## src/rtl/calc_pkg.sv

```systemverilog
// Shared types for the sequential calculator: opcode and FSM state enums.
package calc_pkg;

    localparam int OP_W = 3;

    typedef enum logic [OP_W-1:0] {
        OP_ADD = 3'b000,
        OP_SUB = 3'b001,
        OP_OR  = 3'b010,
        OP_EQ  = 3'b011,
        OP_AND = 3'b100,
        OP_XOR = 3'b101,
        OP_MUL = 3'b110,
        OP_DIV = 3'b111
    } op_t;

    typedef enum logic [1:0] {
        IDLE = 2'b00,
        RUN  = 2'b01,
        DONE = 2'b10
    } state_t;

endpackage

```

## src/rtl/calc_seq_alu_if.sv

```systemverilog
// Start/busy/done handshake bundle between the pin mapping and the calculator core.
interface calc_seq_alu_if #(parameter int WIDTH = 8);
    import calc_pkg::*;

    logic             start;
    logic [OP_W-1:0]  op;
    logic [WIDTH-1:0] a;
    logic [WIDTH-1:0] b;
    logic             acc_sel;
    logic             busy;
    logic             done;
    logic [WIDTH-1:0] result;
    logic             zero;
    logic             carry;
    logic             err;

    modport master (
        output start, op, a, b, acc_sel,
        input  busy, done, result, zero, carry, err
    );

    modport slave (
        input  start, op, a, b, acc_sel,
        output busy, done, result, zero, carry, err
    );

endinterface

```

## src/rtl/calc_muldiv.sv

```systemverilog
// Iterative engine: right-shift shift-add multiply and restoring divide, one step per cycle.
// q_out/hi_nz present the value after the current step so the last step can be captured directly.
module calc_muldiv #(
    parameter int WIDTH = 8
) (
    input  logic             clk,
    input  logic             rst_n,
    input  logic             load,
    input  logic             is_div,
    input  logic [WIDTH-1:0] a,
    input  logic [WIDTH-1:0] b,
    input  logic             step,
    output logic [WIDTH-1:0] q_out,
    output logic             hi_nz
);

    logic [WIDTH-1:0] hi, lo, m;
    logic             div_mode;
    logic [WIDTH-1:0] hi_nx, lo_nx;
    logic [WIDTH:0]   sum;
    logic [WIDTH:0]   rem_sh;
    logic [WIDTH-1:0] rem_sub;
    logic             ge;

    // Multiply keeps {hi,lo} as the product shifting right; divide keeps hi as remainder and lo as quotient.
    always_comb begin
        sum     = {1'b0, hi} + (lo[0] ? {1'b0, m} : '0);
        rem_sh  = {hi, lo[WIDTH-1]};
        ge      = rem_sh[WIDTH] || (rem_sh[WIDTH-1:0] >= m);
        rem_sub = rem_sh[WIDTH-1:0] - m;
        if (div_mode) begin
            hi_nx = ge ? rem_sub : rem_sh[WIDTH-1:0];
            lo_nx = {lo[WIDTH-2:0], ge};
        end else begin
            hi_nx = sum[WIDTH:1];
            lo_nx = {sum[0], lo[WIDTH-1:1]};
        end
        q_out = lo_nx;
        hi_nz = |hi_nx;
    end

    always_ff @(posedge clk or negedge rst_n) begin
        if (!rst_n) begin
            hi       <= '0;
            lo       <= '0;
            m        <= '0;
            div_mode <= 1'b0;
        end else if (load) begin
            hi       <= '0;
            lo       <= is_div ? a : b;
            m        <= is_div ? b : a;
            div_mode <= is_div;
        end else if (step) begin
            hi <= hi_nx;
            lo <= lo_nx;
        end
    end

endmodule

```

## src/rtl/calc_seq_alu.sv

```systemverilog
// Sequential calculator core: FSM, step counter, single-cycle ALU and output registers.
// Optional macro CALC_ACCUM_EN feeds the last result back as operand A when acc_sel is set.
module calc_seq_alu
    import calc_pkg::*;
#(
    parameter int WIDTH = 8
) (
    input  logic           clk,
    input  logic           rst_n,
    calc_seq_alu_if.slave  bus
);

    localparam int CW = $clog2(WIDTH + 1);
    localparam logic [CW-1:0] LAST = CW'(WIDTH);

    state_t           state, state_nx;
    logic [CW-1:0]    cnt, cnt_nx;
    logic             run_div;
    logic [WIDTH-1:0] result_q;
    logic             zero_q, carry_q, err_q;
    logic             busy, done, load_eng, step_eng;

    op_t              op_in;
    logic [WIDTH-1:0] a_eff;
    logic             is_div_op, goes_run;
    logic [WIDTH:0]   sum;
    logic [WIDTH-1:0] alu_res;
    logic             alu_carry, alu_err;
    logic [WIDTH-1:0] q_out;
    logic             hi_nz;

    assign op_in = op_t'(bus.op);
`ifdef CALC_ACCUM_EN
    assign a_eff = bus.acc_sel ? result_q : bus.a;
`else
    assign a_eff = bus.a;
`endif
    assign is_div_op = (op_in == OP_DIV);
    assign goes_run  = (op_in == OP_MUL) || (is_div_op && (bus.b != '0));
    assign cnt_nx    = cnt + CW'(1);

    // Single-cycle results; DIV only lands here when B is zero.
    always_comb begin
        sum       = {1'b0, a_eff} + {1'b0, bus.b};
        alu_res   = '0;
        alu_carry = 1'b0;
        alu_err   = 1'b0;
        case (op_in)
            OP_ADD: begin alu_res = sum[WIDTH-1:0]; alu_carry = sum[WIDTH]; end
            OP_SUB: begin alu_res = a_eff - bus.b; alu_carry = (a_eff < bus.b); end
            OP_OR:  alu_res = a_eff | bus.b;
            OP_EQ:  alu_res = (a_eff == bus.b) ? '0 : WIDTH'(1);
            OP_AND: alu_res = a_eff & bus.b;
            OP_XOR: alu_res = a_eff ^ bus.b;
            OP_DIV: begin alu_res = '1; alu_err = 1'b1; end
            default: alu_res = '0;
        endcase
    end

    calc_muldiv #(.WIDTH(WIDTH)) u_muldiv (
        .clk    (clk),
        .rst_n  (rst_n),
        .load   (load_eng),
        .is_div (is_div_op),
        .a      (a_eff),
        .b      (bus.b),
        .step   (step_eng),
        .q_out  (q_out),
        .hi_nz  (hi_nz)
    );

    always_ff @(posedge clk or negedge rst_n) begin
        if (!rst_n) state <= IDLE;
        else        state <= state_nx;
    end

    always_comb begin
        state_nx = state;
        case (state)
            IDLE:    if (bus.start) state_nx = goes_run ? RUN : DONE;
            RUN:     if (cnt_nx == LAST) state_nx = DONE;
            DONE:    state_nx = IDLE;
            default: state_nx = IDLE;
        endcase
    end

    always_comb begin
        busy     = (state != IDLE);
        done     = (state == DONE);
        load_eng = (state == IDLE) && bus.start && goes_run;
        step_eng = (state == RUN);
    end

    // Output registers change only on the edge that enters DONE.
    always_ff @(posedge clk or negedge rst_n) begin
        if (!rst_n) begin
            cnt      <= '0;
            run_div  <= 1'b0;
            result_q <= '0;
            zero_q   <= 1'b0;
            carry_q  <= 1'b0;
            err_q    <= 1'b0;
        end else begin
            case (state)
                IDLE: if (bus.start) begin
                    cnt     <= '0;
                    run_div <= is_div_op;
                    if (!goes_run) begin
                        result_q <= alu_res;
                        zero_q   <= (alu_res == '0);
                        carry_q  <= alu_carry;
                        err_q    <= alu_err;
                    end
                end
                RUN: begin
                    cnt <= cnt_nx;
                    if (cnt_nx == LAST) begin
                        result_q <= q_out;
                        zero_q   <= (q_out == '0);
                        carry_q  <= !run_div && hi_nz;
                        err_q    <= 1'b0;
                    end
                end
                default: ;
            endcase
        end
    end

    assign bus.busy   = busy;
    assign bus.done   = done;
    assign bus.result = result_q;
    assign bus.zero   = zero_q;
    assign bus.carry  = carry_q;
    assign bus.err    = err_q;

endmodule

```

## src/flat_wrapper.sv

```systemverilog
// flat-port wrapper written by rule: the top's interface ports become plain ports
module calc_seq_alu_flat import calc_pkg::*;
#(
    parameter int WIDTH = 8
)
  (clk, rst_n, bus_start, bus_op, bus_a, bus_b, bus_acc_sel, bus_busy, bus_done, bus_result, bus_zero, bus_carry, bus_err);
  calc_seq_alu_if #(.WIDTH(WIDTH)) bus_i ();
  input  logic clk;
  input  logic rst_n;
  input wire logic [$bits(bus_i.start)-1:0] bus_start;
  input wire logic [$bits(bus_i.op)-1:0] bus_op;
  input wire logic [$bits(bus_i.a)-1:0] bus_a;
  input wire logic [$bits(bus_i.b)-1:0] bus_b;
  input wire logic [$bits(bus_i.acc_sel)-1:0] bus_acc_sel;
  output wire logic [$bits(bus_i.busy)-1:0] bus_busy;
  output wire logic [$bits(bus_i.done)-1:0] bus_done;
  output wire logic [$bits(bus_i.result)-1:0] bus_result;
  output wire logic [$bits(bus_i.zero)-1:0] bus_zero;
  output wire logic [$bits(bus_i.carry)-1:0] bus_carry;
  output wire logic [$bits(bus_i.err)-1:0] bus_err;
  assign bus_i.start = bus_start;
  assign bus_i.op = bus_op;
  assign bus_i.a = bus_a;
  assign bus_i.b = bus_b;
  assign bus_i.acc_sel = bus_acc_sel;
  assign bus_busy = bus_i.busy;
  assign bus_done = bus_i.done;
  assign bus_result = bus_i.result;
  assign bus_zero = bus_i.zero;
  assign bus_carry = bus_i.carry;
  assign bus_err = bus_i.err;
  calc_seq_alu #(.WIDTH(WIDTH)) u_core (.clk(clk), .rst_n(rst_n), .bus(bus_i));
endmodule
```

## config.mk

```make
export PLATFORM = sky130hd
export DESIGN_NAME = calc_seq_alu_flat
export DESIGN_NICKNAME = d
export VERILOG_FILES = /design/src/rtl/calc_pkg.sv /design/src/rtl/calc_seq_alu_if.sv /design/src/rtl/calc_muldiv.sv /design/src/rtl/calc_seq_alu.sv /design/src/flat_wrapper.sv
export SDC_FILE = /design/constraint.sdc
export NUM_CORES = 1
export LEC_CHECK = 0
export ABC_AREA = 1
export CAP_MARGIN = 20
export CELL_PAD_IN_SITES_DETAIL_PLACEMENT = 1
export CELL_PAD_IN_SITES_GLOBAL_PLACEMENT = 2
export CORE_UTILIZATION = 26
export DETAILED_ROUTE_END_ITERATION = 12
export GPL_ROUTABILITY_DRIVEN = 0
export PLACE_DENSITY = 0.64
export SYNTH_ARGS = -nofsm -noshare
export SYNTH_HDL_FRONTEND = slang
export SYNTH_HIERARCHICAL = 1
export SYNTH_SLANG_ARGS = --single-unit
```

## constraint.sdc

```tcl
create_clock -name clk -period 3.35 [get_ports clk]
set_input_delay 1.005 -clock clk [delete_from_list [all_inputs] [get_ports clk]]
set_output_delay 1.005 -clock clk [all_outputs]
set_load 0.02 [all_outputs]
```

==> results_dict.tcl <==
set metrics [dict create \
    outcome "complete, no violations" \
    max_cap_viol_count 0 \
    netlist_area_um2 4450 \
    die_area_um2 17700 \
    cp.required_ns 3.52 \
    p_seq_share_pct 21.9 \
    antenna_cells 0 \
    fin_setup_tns_ns 0 \
    io_pins 36 \
    utilization_pct 33.4 \
    peakVddDrop_uv 221 \
    path_cells "clkdlybuf4s50_1 > inv_1 > ha_1 > fa_1 > o21ai_1 > buf_4 > nand3_1 > nand2_1 > nand2_1 > nand3_1 > nand3_1 > mux2i_1 > o21ai_0" \
    postCtsSetupRepairBufs 0 \
    die_width_um 133 \
    drc 0 \
    synth_edf_count 0 \
    grtUsageMet2_pct 32.5 \
    hp-class "reg -> reg" \
    avgSynthCellArea_um2 6.36 \
    p_leak_uw 0.00295 \
    cpMostUsedCell "nand3_1" \
    viasPerCell 4.71 \
    holdPathEnd "u_core/bus.result[7]$_DFFE_PN0P_" \
    drive_above_1_share_pct 12.3 \
    cp_slowest_cell "clkdlybuf4s50_1" \
    worst-endpoint-arrival_ns 3.34 \
    drtIter0Drc 169 \
    syn_nets 768 \
    hp-start "u_core/bus.result[7]$_DFFE_PN0P_" \
    crit_family "buffers and inverters" \
    path_buf_inv 3 \
    internal_power_uw 2160 \
    worstRegToRegCells 19 \
    cts_num_sinks 43 \
    crit_path_end_kind "register" \
    setup_ws_ns 0.182 \
    slew_violations 0 \
    finalSetupViolCount 0 \
    synthArstFlopShare_pct 100 \
    place_ws_ns -0.251 \
    combPwrFrac_pct 67.3 \
    drtPass1Iterations 4 \
    netlist-cell-type-count 42 \
    cts-root-buf "clkbuf_16" \
    num_rows 47 \
    clk_latency_ns 0.29 \
    clock_power_share_pct 10.7 \
    grt_pass1_vias 4864 \
    layout.nets 848 \
    coreArea_um2 16600 \
    switching_share_pct 51.9 \
    fmax_ghz 0.316 \
    synth_cells 700 \
    port_buffers 34 \
    yosysWarnings 6 \
    start_kind "input pin" \
    ys.flop_type "dfrtp_1" \
    wire_per_inst_um 16.2 \
    grt.overflow.total 0 \
    postCtsResizedCells 0 \
    ys_seq_elements 43 \
    seq_area_frac_synth_pct 24.2 \
    clkTransAtPathRegs_ns 0.06 \
    p_sw_uw 2340 \
    grt_usage_pct 18.9 \
    hold_depth 2 \
    fillers 2140 \
    min_period_over_period_pct 94.6 \
    area_growth_pct 24.9 \
    grt_use_met3_pct 1.49 \
    criticalPathCategory "in -> reg" \
    dp.cells 993 \
    cts_tree "done" \
    finalWirelength_um 16200 \
    multi_input_area_um2 2860 \
    grt_pass1_wl_um 26100 \
    cts_buffers 5 \
    clockBufferDepth 2 \
    place.detailed.hpwl_um 13700 \
    grt-busiest-layer "met2" \
    grt_setup_unrepaired "false" \
    relSlewSlack_pct 60.4 \
    p_per_area_nw_per_um2 808 \
    regArea_um2 1080 \
    start_util_pct 26.8 \
    rrSetupSlack_ns 0.53 \
    met1_usage_pct 25.1 \
    cp_max_fo 3 \
    finalHoldViolations 0 \
    ant_nets 0 \
    fin_crit_ns 3.17 \
    r2r-start "u_core/u_muldiv/lo[0]$_DFFE_PN0P_" \
    worstMarginPinSlew_ns 0.593 \
    grt_max_degree 26 \
    htreeDepth 2 \
    layout.cells.non_filler 1001 \
    skew_ns 0.00422 \
    antenna_found_initial 0 \
    r2r-end "u_core/bus.carry$_DFFE_PN0P_" \
    die_h_um 133 \
    num_vias 4717 \
    cpPeakStageDelay_ns 0.47 \
    cts_hold_buf 0 \
    fin_total_pwr_uw 4500 \
]
state kept, by name, indices dropped and copies added, names as in the netlist:
| signal | flops |
|---|---|
| u_core/state | 2 |
| u_core/u_muldiv/hi | 8 |
| u_core/u_muldiv/m | 8 |
| u_core/cnt | 4 |
| u_core/bus.carry | 1 |
| u_core/run_div | 1 |
| u_core/u_muldiv/div_mode | 1 |
| u_core/bus.err | 1 |
| u_core/u_muldiv/lo | 8 |
| u_core/bus.result | 8 |
| u_core/bus.zero | 1 |
worst reg2reg max path, delay by kind of cell (launching register included):
family                     cells  cell delay [ns]
AOI/OAI and AO/OA              1             0.14
adders and majority gates      2             0.56
and+or+nand+nor               13             1.22
DFF                            1             0.54
buffers and inverters          3             0.25
through the flow:
step | hold WS [ns] | area (um^2)
2_1_floorplan | 0.470 | 4450
3_3_place_gp | 0.466 | 5400
3_5_place_dp | 0.471 | 5400
4_1_cts | 0.488 | 5540
5_1_grt | 0.500 | 5560
6_report | 0.482 | 5560
worst max path at each step:
| stage | startpoint | endpoint | cells past startpoint |
|---|---|---|---|
| 3_5_place_dp | bus_a[0] | u_core/bus.result[6]$_DFFE_PN0P_ | 13 |
| 5_1_grt | bus_a[0] | u_core/bus.result[6]$_DFFE_PN0P_ | 13 |
| 2_1_floorplan | bus_a[0] | u_core/bus.zero$_DFFE_PN0P_ | 12 |
| 6_report | bus_a[0] | u_core/bus.result[6]$_DFFE_PN0P_ | 13 |
| 3_3_place_gp | bus_b[2] | u_core/bus.result[7]$_DFFE_PN0P_ | 15 |
| 4_1_cts | bus_b[2] | u_core/bus.result[7]$_DFFE_PN0P_ | 15 |
cells in the final DEF, fill, tap and decap left out, types with 3 or more instances in the layout:
cell type and instances:
nand2_1 181, inv_1 112, nor2_1 72, buf_4 57, nand3_1 56, o21ai_0 55, dfrtp_1 43, ha_1 39
clkdlybuf4s50_1 33, a21oi_1 32, nand4_1 12, nand2_2 8, o22ai_1 8, inv_2 7, nor2_2 6, nor3_1 6
clkbuf_16 5, fa_1 4, o221ai_1 4, mux2i_1 3, nand3b_1 3
power by group through the flow:
stage | registers, uW | logic [uW] | clock network, uW
after floorplan | 965 | 2080 | 0
after global placement | 989 | 2980 | 0
after detailed placement | 995 | 3050 | 0
after CTS | 987 | 3060 | 501
after global routing | 1020 | 3420 | 520
final | 986 | 3030 | 483
cells in the mapped netlist (2+ instances only):
master / instances / share of area, %
mux2i_1: 3 / 0.67
xor2_1: 2 / 0.39
o22ai_1: 8 / 1.1
a22oi_1: 2 / 0.34
a21oi_1: 32 / 3.6
buf_2: 4 / 0.45
inv_1: 112 / 9.4
o21a_1: 2 / 0.34
a221o_1: 2 / 0.45
dfrtp_1: 43 / 24
nand3b_1: 3 / 0.51
inv_2: 7 / 0.59
fa_1: 4 / 1.8
nand2_1: 181 / 15
nand4_1: 12 / 1.7
nand3_1: 56 / 6.3
ha_1: 41 / 12
nand2_4: 2 / 0.51
clkbuf_1: 10 / 0.84
nand2_2: 8 / 1.1
o221ai_1: 4 / 0.79
o31ai_1: 2 / 0.34
o21bai_1: 2 / 0.34
nor2_1: 73 / 6.2
nor3_1: 6 / 0.67
nor2_4: 2 / 0.51
nor4_1: 2 / 0.28
o21ai_0: 56 / 6.3
nor2_2: 5 / 0.70
buf_4: 2 / 0.34
routing by layer:
layer	up-vias	wire, um
li1	2419	-
met1	2220	7740
met2	63	7780
met3	15	344
met4	0	324
met5	-	0
final cells by class:
cell class	count	area share (%)
flip-flops and latches	43	19.3
well taps	220	4.95
clock buffers	6	2.32
multi-input cells	520	51.4
inverters	119	8.03
repair buffers	91	13.7
clock inverters	2	0.225
cell families (layout without fill, tap and decap cells):
family,Yosys count,count (layout),share of synthesized area (%)
AO/OA/AOI/OAI,118,118,15.2
XOR/XNOR,2,2,0.393
adder cells (fa/ha/maj),45,45,13.3
buffers and inverters,137,218,12.2
flip-flops,43,43,24.2
multiplexers,3,3,0.674
AND/OR/NAND/NOR,352,352,34.0
Power figures use the tool's default switching activity.
